--- src/rtl/serial_sub_ctrl.sv ---
// serial_sub_ctrl
//   Bit-serial WIDTH-bit subtractor: computes (a - b) one bit per clock,
//   LSB first. Two half subtractors form the single-bit cell, and the
//   borrow is carried in a flop between bits. A start/done handshake
//   sequences the operation over WIDTH RUN cycles.
//
// Ports
//   clk    in   rising-edge clock
//   rst    in   synchronous reset, active-high
//   start  in   request, sampled only while ready=1
//   a, b   in   minuend / subtrahend, captured on the accepting edge
//   ready  out  high in IDLE
//   busy   out  high in RUN
//   done   out  one-cycle pulse, diff/brw valid
//   diff   out  (a - b) mod 2^WIDTH, registered, held until next completion
//   brw    out  final borrow (a < b unsigned), registered
module serial_sub_ctrl #(
  parameter int WIDTH = 8
) (
  input  logic             clk,
  input  logic             rst,
  input  logic             start,
  input  logic [WIDTH-1:0] a,
  input  logic [WIDTH-1:0] b,
  output logic             ready,
  output logic             busy,
  output logic             done,
  output logic [WIDTH-1:0] diff,
  output logic             brw
);

  // Counter only has to reach WIDTH-1; keep at least one bit.
  localparam int CW = (WIDTH > 2) ? $clog2(WIDTH) : 1;

  typedef enum logic [1:0] {IDLE, RUN, DONE} state_t;

  state_t           state_reg, state_next;
  logic [WIDTH-1:0] sa_reg, sb_reg, sd_reg, diff_reg;
  logic             bf_reg, brw_reg;
  logic [CW-1:0]    cnt_reg;

  logic x, y, d1, b1, d, b2, bout, last_bit;

  // Single-bit subtract cell: two cascaded half subtractors.
  always_comb begin
    x        = sa_reg[0];
    y        = sb_reg[0];
    d1       = x ^ y;
    b1       = ~x & y;
    d        = d1 ^ bf_reg;
    b2       = ~d1 & bf_reg;
    bout     = b1 | b2;
    last_bit = (cnt_reg == CW'(WIDTH - 1));
  end

  always_ff @(posedge clk) begin
    if (rst) state_reg <= IDLE;
    else     state_reg <= state_next;
  end

  always_comb begin
    state_next = state_reg;
    case (state_reg)
      IDLE:    if (start) state_next = RUN;
      RUN:     if (last_bit) state_next = DONE;
      DONE:    state_next = IDLE;
      default: state_next = IDLE;
    endcase
  end

  always_ff @(posedge clk) begin
    if (rst) begin
      sa_reg   <= '0;
      sb_reg   <= '0;
      sd_reg   <= '0;
      bf_reg   <= 1'b0;
      cnt_reg  <= '0;
      diff_reg <= '0;
      brw_reg  <= 1'b0;
    end else begin
      case (state_reg)
        IDLE: begin
          if (start) begin
            sa_reg  <= a;
            sb_reg  <= b;
            sd_reg  <= '0;
            bf_reg  <= 1'b0;
            cnt_reg <= '0;
          end
        end
        RUN: begin
          sa_reg <= sa_reg >> 1;
          sb_reg <= sb_reg >> 1;
          // New difference bit enters at the MSB; after WIDTH shifts
          // bit 0 has landed in the LSB.
          sd_reg <= {d, sd_reg[WIDTH-1:1]};
          bf_reg <= bout;
          if (last_bit) begin
            // Results are published only here, so they stay frozen
            // through any later RUN until it completes.
            diff_reg <= {d, sd_reg[WIDTH-1:1]};
            brw_reg  <= bout;
          end else begin
            // Held at WIDTH-1 on the final bit so it never wraps.
            cnt_reg <= cnt_reg + CW'(1);
          end
        end
        default: ;
      endcase
    end
  end

  assign ready = (state_reg == IDLE);
  assign busy  = (state_reg == RUN);
  assign done  = (state_reg == DONE);
  assign diff  = diff_reg;
  assign brw   = brw_reg;

endmodule

--- config.mk ---
export PLATFORM = sky130hd
export DESIGN_NAME = serial_sub_ctrl
export DESIGN_NICKNAME = d
export VERILOG_FILES = /design/src/rtl/serial_sub_ctrl.sv
export SDC_FILE = /design/constraint.sdc
export NUM_CORES = 1
export LEC_CHECK = 0
export BUFFER_PORTS_ARGS = -buffer_cell sky130_fd_sc_hd__buf_4
export CORE_UTILIZATION = 50
export DETAILED_ROUTE_END_ITERATION = 12
export GPL_TIMING_DRIVEN = 0
export PLACE_DENSITY_LB_ADDON = 0.05
export SLEW_MARGIN = 20
export SYNTH_ARGS = -nofsm -noshare
export SYNTH_HDL_FRONTEND = slang
export SYNTH_SLANG_ARGS = --single-unit
--- constraint.sdc ---
create_clock -name clk -period 1.7 [get_ports clk]
set_clock_uncertainty 0.05 [all_clocks]
set_input_delay 0.085 -clock clk [delete_from_list [all_inputs] [get_ports clk]]
set_output_delay 0.085 -clock clk [all_outputs]
set_load 0.02 [all_outputs]
**Word level (Yosys, flattened, before mapping)**

Cells that the tools add are included.

- $add $sub $neg: 1
- Eq/ne operators: 6
- Multiplexer cells: 14
- Bitwise gates (word level): 7
- Reductions and logical operators: 6

Operators with widths:

| cell | number |
|---|---|
| 8-bit one-hot mux with 2 select lines | 3 |
| 8-bit 2-to-1 mux | 3 |
| 3-bit 2-to-1 mux | 2 |
| 3-bit one-hot mux with 2 select lines | 1 |
| 2-bit AND reduction | 3 |
| 2-bit 2-to-1 mux | 2 |
| 2-bit inequality test, second input constant | 2 |
| 2-bit one-hot mux with 2 select lines | 1 |
| 3-bit by 1-bit adder with 3-bit output, second input constant | 1 |
| 3-bit == test, second input constant | 1 |
| 3-bit AND reduction | 1 |
| 1-bit AND | 2 |
| 2-bit by 1-bit == test with 1-bit output, second input constant | 1 |
| 2-bit == test, second input constant | 1 |
| 2-bit zero test | 1 |
| 2-bit by 1-bit inequality test with 1-bit output, second input constant | 1 |
| 1-bit NOT | 2 |
| 1-bit one-hot mux with 2 select lines | 1 |
| 2-bit nonzero test | 1 |
| 1-bit XOR | 2 |
| 1-bit 2-to-1 mux | 1 |
| 1-bit bitwise OR | 1 |

- Register bits after elaboration: 39
- Input bits: 19
- Output and inout port bits: 12
- Logic and storage cells: 42

**Longest topological paths before layout**

Gate-level depths: netlist of run 1.

- Word-level depth: 5
- Mapped depth: 6
- Gate-level depth less buffers: 5

**Least setup slack after synthesis of run 1**

Ideal clock, no wire load.

- Kind: reg2reg
- Start point: register cnt_reg[0]
- End point: register brw_reg (netlist: brw)
- Library setup time: 0.091 ns
- Data arrival time: 1.226 ns
- Data required time: 1.559 ns
- Slack: 0.333 ns
- Stages on the path, launching flop included: 6
- Buffers on the path: 1
- Period minus slack after synthesis: 1.367 ns
- Cell sequence: dfxtp_1 -> ha_1 -> ha_1 -> clkbuf_1 -> a21oi_1 -> a311oi_1

- Cells in the longest elaborated chain, start to end: 2

Ends and longest elaborated chain:

| item | RTL line | text |
|---|---|---|
| from (decl) | 40 | `logic [CW-1:0] cnt_reg;` |
| from (signal assigned) | 105 | `cnt_reg <= cnt_reg + CW'(1);` |
| 3-bit == test | 53 | `last_bit = (cnt_reg == CW'(WIDTH - 1));` |
| 2-bit AND reduction (no line) | n/a |  |
| to (signal assigned) | 102 | `brw_reg <= bout;` |
| to (decl) | 39 | `logic bf_reg, brw_reg;` |

No other way between the ends.
A chain may end at the register's enable or synchronous reset.

**Worst setup path in the final report of run 1**

- Start point: register state_reg[1]
- End point: output done

- Cells in the longest elaborated chain, start to end: 1

Ends and longest elaborated chain:

| item | RTL line | text |
|---|---|---|
| from (decl) | 37 | `state_t state_reg, state_next;` |
| from (signal assigned) | 58 | `else state_reg <= state_next;` |
| 2-bit == test | 115 | `assign done = (state_reg == DONE);` |
| to (decl) | 27 | `output logic done,` |

No other way between the ends.

==> out/metrics.yaml, run 1 <==
synth:
  syn_area_um2: 1740
  yosys_warnings: 0
  ys_ff_latch: 38
  synth_nets: 228
  synth_area_leader_cell: "dfxtp_1"
  ys_top_cells_by_area: "dfxtp_1, a21oi_1, nor2_1"
  syn-instance-count: 206
  synth_top_area_frac: 0.438
  synth_cell_types: 32
  avgSynthCellArea_um2: 8.43
  ys_seq_area_frac: 0.438
timing:
  rsz0062_at_grt: "false"
  fin_crit_sh: 0.927
  setup_viol: 0
  drv_slew: 0
  relSlewSlack: 0.672
  finalCriticalPeriod_ns: 1.58
  tns_ns: 0
  hold_viol: 0
  max_freq_ghz: 0.634
  tightest_slew_ns: 0.493
clock_tree:
  cts_tree: "built"
  numCtsBuffers: 5
  cts_sinks: 38
  cts_max_level: 2
  clk_latency_ns: 0.34
  clkTransAtPathRegs_ns: 0.10
  cts_buffer_depth: 2
  root_buffer: "clkbuf_4"
setup_path:
  cp.arrival_ns: 1.44
  crit_buf_inv: 3
  setup.worst_path.end_class: "primary output"
  cp_data_required_time_ns: 1.56
  cpMostUsedCell: "buf_4"
  crit_slowest_cell: "dfxtp_1"
  critical-path-top-delay-family: "buffers and inverters"
  path_class: "reg -> out"
  start_kind: "flop"
  worstPathMaxFanout: 10
  worstPathCellList: "buf_4 -> clkbuf_4 -> nor2b_1 -> buf_4"
  slowest_delay_ns: 0.40
flow_run:
  cap_violations: 0
drt:
  wl_per_cell_um: 13.2
  dr.pass1.iters: 4
  post-route-drc-count: 0
  drt_wl_total_um: 3830
  vias: 1561
  viasPerCell: 5.38
  drtIter0Drc: 57
  antenna_left: 0
placed_design:
  io_buffers: 30
  dp_hpwl_um: 2720
  placed_cell_area_um2: 2020
  dp_cells: 282
  gp_congestion: 0.793
pwr:
  power_density_nw_per_um2: 809
  power_mw: 1.70
  leakage_nw: 0.863
  peakVddDrop_mv: 0.505
finish:
  layout.cells.non_filler: 290
  final_core_util: 0.628
  multiInputGateArea_um2: 843
  final_cell_mix: "dfxtp_1, buf_4, a21oi_1"
  area_delta_synth_final_pct: 20.7
  design_area_um2: 2100
  drive_gt1_frac: 0.242
  diodes: 0
  final.fill_count: 322
  nets: 267
  final_common_cell: "dfxtp_1"
  seq_area_um2: 761
global_route:
  grt_max_degree: 11
  track_usage: 0.225
  antenna_found_initial: 0
  grt_pass1_vias: 1372
  grt_overflow: 0
  grt_pass1_wl_um: 6080
die:
  chipHeight_um: 60.9
  die_area_um2: 3710
  initial_core_util: 0.520
  ioPinCount: 31
  core_area_um2: 3340
  dieWidth_um: 60.9
  rows: 21
outcome:
  outcome: "completed"
worst_hold_path:
  holdCritPathClass: "in -> reg"
==> layer usage <==
metal  up-vias  routed length [um]  global-route usage
li1        789                   -                   -
met1       736                1770               0.286
met2        31                1890               0.370
met3         5                 137              0.0661
met4         0                  31              0.0649
met5         -                   0                   0
==> Yosys cell counts (all sizes together) <==
cell type	instances
dfxtp	38
nor2b	2
a21oi	33
a311oi	1
ha	2
and2b	1
o21bai	1
clkbuf	5
or2b	1
a22oi	7
nand3b	3
buf	10
o221a	7
o21ai	4
nor4b	1
inv	11
a2bb2oi	1
or3b	7
o31ai	1
nor2	31
nand3	8
nand2	11
o21ba	1
nor3	7
fa	1
nand2b	11
==> area by class of cell <==
| class | count | share of cell area |
|---|---|---|
| Tap cell | 46 | 0.0274 |
| Buffer | 15 | 0.0453 |
| Inverter | 11 | 0.0209 |
| Multi-Input combinational cell | 142 | 0.402 |
| Timing Repair Buffer | 32 | 0.117 |
| Sequential cell | 38 | 0.363 |
| Clock buffer | 6 | 0.0245 |
==> path summary, 6_finish.rpt <==
kind | from | endpoint | slack [ns] | depth (start not counted)
hold / removal | rst | cnt_reg[2] | 0.02 | 4
setup / recovery | state_reg[1] | done | 0.12 | 4
hold reg to reg | diff[4] | diff[4] | 0.41 | 2
setup reg to reg | cnt_reg[0] | cnt_reg[1] | 0.22 | 5
==> report_power, final <==
group	switching [mW]	total [mW]	internal (mW)
clock network	0.276	0.463	0.186
registers	0.0276	0.961	0.934
logic	0.138	0.273	0.134
total	0.442	1.70	1.25
==> metrics by stage <==
stage | hold WS (ns) | worst slack (ns)
detailed placement | 0.326 | 0.115
finish | 0.0158 | 0.124
floorplan | 0.195 | 0.333
global placement | 0.323 | 0.189
CTS | 0.0103 | 0.0411
global route | 0.00490 | 0.00258
==> cells by family (layout without fill, tap and decap cells) <==
logic type,count (synthesis),after routing,synth area share
buf+inv,26,64,0.0764
fa+ha+maj,3,3,0.0259
flops,38,38,0.438
compound gates,56,56,0.213
simple gates,83,83,0.246
==> worst min-delay path: stages <==
cell     delay (ns)
buf_4          0.09
nor4b_2        0.05
nand2_1        0.06
o21ai_0        0.07
==> what timing repair did <==
action,CTS,global route
buffers inserted,0,0
setup endpoints to repair,0,2
hold buffers,2,0
resized for setup,0,5
hold endpoints to repair,2,0
(Power assumes the default switching activity.)
==> run 2: changes to the inputs <==
- HOLD_SLACK_MARGIN: unset -> 0.08
==> run 2 against run 1 <==
  * Final area rose by 0.48%
  * Clock-buffer cell count is the same
  * Largest power group unchanged
  * Global-route usage hardly changed
  * Highest routed layer unchanged
  * Die area unchanged
  * Utilization rose by 0.30 points
  * Largest cell class unchanged
  * Sequential share of layout area decreased by 0.17 points
  * Hold slack better by 0.083 ns
  * Critical path depth is the same
  * Sequential cell count is the same
  * Critical path type unchanged
==> out/metrics.yaml, run 2 (synthesis gave the netlist of run 1 again) <==
outcome:
  outcome: "completed"
drt:
  antenna_left: 0  # unchanged
  viasPerCell: 5.33  # -1.0%
  wl_per_cell_um: 13.2  # -0.40%
  drt_wl_total_um: 3830  # about the same
  drtIter0Drc: 59  # +3.5%
  post-route-drc-count: 0  # unchanged
  vias: 1550  # -0.70%
  dr.pass1.iters: 4  # unchanged
pwr:
  cellInternalPower_mw: 1.26  # +0.11%
  power_density_nw_per_um2: 806  # -0.35%
  power_mw: 1.70  # +0.13%
  clkPwrFrac: 0.273  # about the same
  leakage_nw: 0.868  # +0.48%
  power.share.combinational: 0.161  # about the same
  p_switching_mw: 0.443  # +0.17%
  peakVddDrop_mv: 0.505  # about the same
  seqPwrFrac: 0.566  # about the same
  swShare: 0.261  # about the same
die:
  die_area_um2: 3710  # unchanged
  initial_core_util: 0.520  # unchanged
  ioPinCount: 31  # unchanged
  rows: 21  # unchanged
  dieWidth_um: 60.9  # unchanged
  core_area_um2: 3340  # unchanged
  chipHeight_um: 60.9  # unchanged
timing:
  max_freq_ghz: 0.636  # +0.31%
  setup_viol: 0  # unchanged
  fin_crit_sh: 0.924  # -0.00291
  rsz0062_at_grt: "false"
  finalCriticalPeriod_ns: 1.57  # -0.00495 ns
  hold_viol: 0  # unchanged
  relSlewSlack: 0.673  # +0.00176
  drv_slew: 0  # unchanged
  whs_ns: 0.0992  # +0.0834 ns
  tightest_slew_ns: 0.490  # -0.00264 ns
  tns_ns: 0  # unchanged
setup_path:
  cpMostUsedCell: "buf_4"
  path_class: "reg -> out"
  cp.arrival_ns: 1.44  # about the same
  cp_data_required_time_ns: 1.56  # about the same
  slowest_delay_ns: 0.39  # about the same
  critical_path_depth: 4  # unchanged
  r2r_cells: 5  # unchanged
  setup.worst_path.end_class: "primary output"
  crit_slowest_cell: "dfxtp_1"
  crit_buf_inv: 3  # unchanged
  worstPathCellList: "buf_4 -> clkbuf_4 -> nor2b_1 -> buf_4"
  critical-path-top-delay-family: "buffers and inverters"
  worstPathMaxFanout: 10  # unchanged
  start_kind: "flop"
finish:
  final_core_util: 0.631  # +0.00300
  final.fill_count: 321  # -0.31%
  nets: 268  # +0.37%
  final_common_cell: "dfxtp_1"
  seq_area_um2: 761  # unchanged
  layout.cells.non_filler: 291  # +0.34%
  multiInputGateArea_um2: 843  # unchanged
  diodes: 0  # unchanged
  final_cell_mix: "dfxtp_1, buf_4, a21oi_1"
  area_delta_synth_final_pct: 21.3
  drive_gt1_frac: 0.241  # -0.000987
global_route:
  grt_max_degree: 11  # unchanged
  grt_pass1_wl_um: 6090  # +0.23%
  grt_pass1_vias: 1378  # +0.44%
  grt_overflow: 0  # unchanged
  track_usage: 0.225  # +0.000445
  antenna_found_initial: 0  # unchanged
clock_tree:
  clk_latency_ns: 0.34  # about the same
  cts_max_level: 2  # unchanged
  cts_tree: "built"
  numCtsBuffers: 5  # unchanged
  root_buffer: "clkbuf_4"
  clkTransAtPathRegs_ns: 0.10  # about the same
  postCtsSetupBuffers: 0  # unchanged
  cts_buffer_depth: 2  # unchanged
  cts_sinks: 38  # unchanged
placed_design:
  dp_hpwl_um: 2720  # unchanged
  io_buffers: 30  # unchanged
  gp_congestion: 0.793  # unchanged
  dp_cells: 282  # unchanged
flow_run:
  cap_violations: 0  # unchanged
worst_hold_path:
  holdPathStages: 4  # unchanged
  holdCritPathClass: "in -> reg"
-- run 2: cell count changes in the layout (fill, tap and decap cells not counted) --
cell,before,now
dlygate4sd3_1,2,3
-- run 2: final timing paths --
check,endpoint,startpoint,slack [ns]
hold / removal,sa_reg[6],a[6],0.1
setup / recovery,done,state_reg[1],0.13
setup reg to reg,cnt_reg[1],cnt_reg[0],0.22
hold reg to reg,diff[4],diff[4],0.41
-- run 2: repair_timing --
item | in CTS | in global routing
endpoints found under the setup margin | 0 | 2
endpoints found under the hold margin | 5 | 0
gates resized for setup | 0 | 5
hold buffers | 3 | 0
-- run 2: per-stage QoR --
stage	setup slack, ns	cell area (um^2)
floorplan	0.333	1740
global placement	0.189	2020
detailed placement	0.115	2020
CTS	0.0411	2100
global route	0.00258	2110
finish	0.129	2110
-- run 2: routing by layer --
layer  GRT usage  routed length [um]  vias to the layer above
li1            -                   -                      790
met1       0.286                1760                      725
met2       0.372                1890                       29
met3      0.0661                 134                        6
met4      0.0649                  42                        0
met5           0                   0                        -
-- run 2: tightest hold or removal path, delay by kind of cell --
family	cells	cell delay (ns)
AND/OR/NAND/NOR	2	0.23
buffers and inverters	1	0.07
AO/OA/AOI/OAI	1	0.06
-- run 2: area by class of cell --
cell class,count,area share
Sequential cell,38,0.361
Timing Repair Buffer,33,0.121
Multi-Input combinational cell,142,0.400
Inverter,11,0.0208
Buffer,15,0.0451
Clock buffer,6,0.0243
Tap cell,46,0.0273
-- run 2: power groups by stage --
stage | Combinational [mW] | Clock [mW] | Sequential [mW]
3_5_place_dp | 0.268 | 0 | 0.981
2_1_floorplan | 0.190 | 0 | 0.974
5_1_grt | 0.305 | 0.503 | 0.967
4_1_cts | 0.275 | 0.467 | 0.961
6_report | 0.274 | 0.464 | 0.961
3_3_place_gp | 0.258 | 0 | 0.979
==> run 3: changes to the inputs <==
- CELL_PAD_IN_SITES_DETAIL_PLACEMENT: unset -> 0
- CELL_PAD_IN_SITES_GLOBAL_PLACEMENT: unset -> 1
- CORE_UTILIZATION: 50 -> 40
==> run 3 against run 2 <==
  * Setup slack gained 0.0012 ns
  * Combinational power about the same
  * Die area rose by 24%
  * Highest routed layer unchanged
  * Non-clock buffer count is the same
==> out/metrics.yaml, run 3 (synthesis gave the netlist of run 1 again) <==
outcome:
  outcome: "completed"
global_route:
  antenna_found_initial: 0  # unchanged
  grt_pass1_wl_um: 6720  # +10%
  grt_max_degree: 12  # +1
  grt_pass1_vias: 1477  # +7.2%
  track_usage: 0.198  # -0.0271
  grt_overflow: 0  # unchanged
timing:
  hold_viol: 0  # unchanged
  tns_ns: 0  # unchanged
  max_freq_ghz: 0.637  # about the same
  finalCriticalPeriod_ns: 1.57  # -0.00118 ns
  worst_slack_ns: 0.130  # +0.00118 ns
  setup_viol: 0  # unchanged
  fin_crit_sh: 0.924  # about the same
  rsz0062_at_grt: "false"
  drv_slew: 0  # unchanged
  tightest_slew_ns: 0.531  # +0.0408 ns
  relSlewSlack: 0.646  # -0.0272
worst_hold_path:
  holdPathStages: 4  # unchanged
  whs_endpoint: "sa_reg[6]"
  holdCritPathClass: "in -> reg"
  hold_start: "a[6]"
drt:
  post-route-drc-count: 0  # unchanged
  wl_met1_um: 1920  # +8.8%
  drt_wl_total_um: 4120  # +7.6%
  vias: 1545  # -0.32%
  highest_layer: "met4"
  viasPerCell: 5.20  # -2.3%
  met2_length_um: 1970  # +4.6%
  wl_per_cell_um: 13.9  # +5.4%
  dr.pass1.iters: 4  # unchanged
  wl_met3_um: 203  # +51%
  antenna_left: 0  # unchanged
  drtIter0Drc: 72  # +22%
setup_path:
  start_kind: "flop"
  cp.arrival_ns: 1.43  # about the same
  critical-path-top-delay-family: "buffers and inverters"
  worstPathMaxFanout: 10  # unchanged
  slowest_delay_ns: 0.35  # -0.04 ns
  worstPathCellList: "buf_2 -> buf_2 -> nor2b_1 -> buf_4"
  crit_buf_inv: 3  # unchanged
  cpMostUsedCell: "buf_2"
  setup.worst_path.end_class: "primary output"
  cp_data_required_time_ns: 1.56  # about the same
  reg2reg_from: "cnt_reg[0]"
  r2r_cells: 5  # unchanged
  crit_slowest_cell: "dfxtp_1"
  path_class: "reg -> out"
  r2r_end: "cnt_reg[1]"
  r2r_setup_slack_ns: 0.21  # about the same
clock_tree:
  root_buffer: "clkbuf_8"
  cts_max_level: 2  # unchanged
  postCtsSetupBuffers: 0  # unchanged
  cts_sinks: 38  # unchanged
  clk_latency_ns: 0.29  # -0.05 ns
  numCtsBuffers: 5  # unchanged
  cts_tree: "built"
  cts_buffer_depth: 2  # unchanged
  clkTransAtPathRegs_ns: 0.08  # -0.02 ns
die:
  dieWidth_um: 67.9  # +11%
  chipHeight_um: 67.9  # +11%
  rows: 23  # +9.5%
  ioPinCount: 31  # unchanged
  initial_core_util: 0.425  # -0.0955
  die_area_um2: 4610  # +24%
  core_area_um2: 4090  # +22%
finish:
  drive_gt1_frac: 0.243  # +0.00210
  nets: 268  # unchanged
  area_delta_synth_final_pct: 23.6
  final_common_cell: "dfxtp_1"
  final_cell_mix: "dfxtp_1, buf_4, a21oi_1"
  diodes: 0  # unchanged
  final_core_util: 0.525  # -0.106
placed_design:
  pre_cts_ws_ns: 0.150  # +0.0346 ns
  gp_congestion: 0.742  # -6.5%
  io_buffers: 30  # unchanged
  dp_hpwl_um: 2890  # +6.3%
pwr:
  power_density_nw_per_um2: 881  # +9.3%
  peakVddDrop_mv: 0.550  # +8.9%
  power_mw: 1.89  # +11%
  leakage_nw: 0.887  # +2.2%
flow_run:
  cap_violations: 0  # unchanged
run 3: cell count changes in the layout (fill, tap and decap cells not counted), sizes merged:
cell / change
clkinv: +1
buf: +1
run 3: area by class of cell:
| cell class | instances | area, um^2 |
|---|---|---|
| clock inverter | 1 | 5.00 |
| sequential | 38 | 761 |
| fill | 406 | 1940 |
| tap | 50 | 62.6 |
| timing repair buffer | 33 | 255 |
| buffer | 15 | 90.1 |
| inverter | 11 | 43.8 |
| clock buffer | 7 | 86.3 |
| multi-input combinational | 142 | 843 |
run 3: power by group:
group          switching (mW)  internal, mW  leakage, nW
logic                   0.140         0.136        0.528
clock network           0.326         0.328       0.0482
registers              0.0295         0.933        0.311
run 3: tightest hold or removal path, delay by kind of cell:
kind	cells	cell delay, ns
buffers and inverters	1	0.08
AO/OA/AOI/OAI	1	0.06
AND/OR/NAND/NOR	2	0.23
run 3: worst max-delay path by stage:
stage	from	to	slack, ns	depth (start not counted)
6_report	state_reg[1]	done	0.13	4
5_1_grt	state_reg[1]	done	0.02	4
2_1_floorplan	cnt_reg[0]	brw	0.33	5
3_3_place_gp	cnt_reg[0]	brw	0.19	5
4_1_cts	state_reg[1]	done	0.12	4
3_5_place_dp	cnt_reg[1]	brw	0.15	5
run 3: repair_timing:
| action | CTS | global route |
|---|---|---|
| hold endpoints to repair | 5 | 0 |
| hold buffers | 3 | 0 |
| endpoints found under the setup margin | 0 | 1 |
| resized for setup | 0 | 2 |
run 3: metal layers:
| metal | track usage | vias up |
|---|---|---|
| met1 | 0.248 | 722 |
| met5 | 0 | - |
| li1 | - | 785 |
| met3 | 0.0533 | 2 |
| met4 | 0.0625 | 0 |
| met2 | 0.330 | 36 |
run 3: metrics by stage:
step                area (um^2)  hold WS, ns  cells
detailed placement         2020        0.319    286
CTS                        2150        0.158    297
global placement           2020        0.320    286
global route               2150        0.189    297
floorplan                  1740        0.195    206
finish                     2150        0.156    297
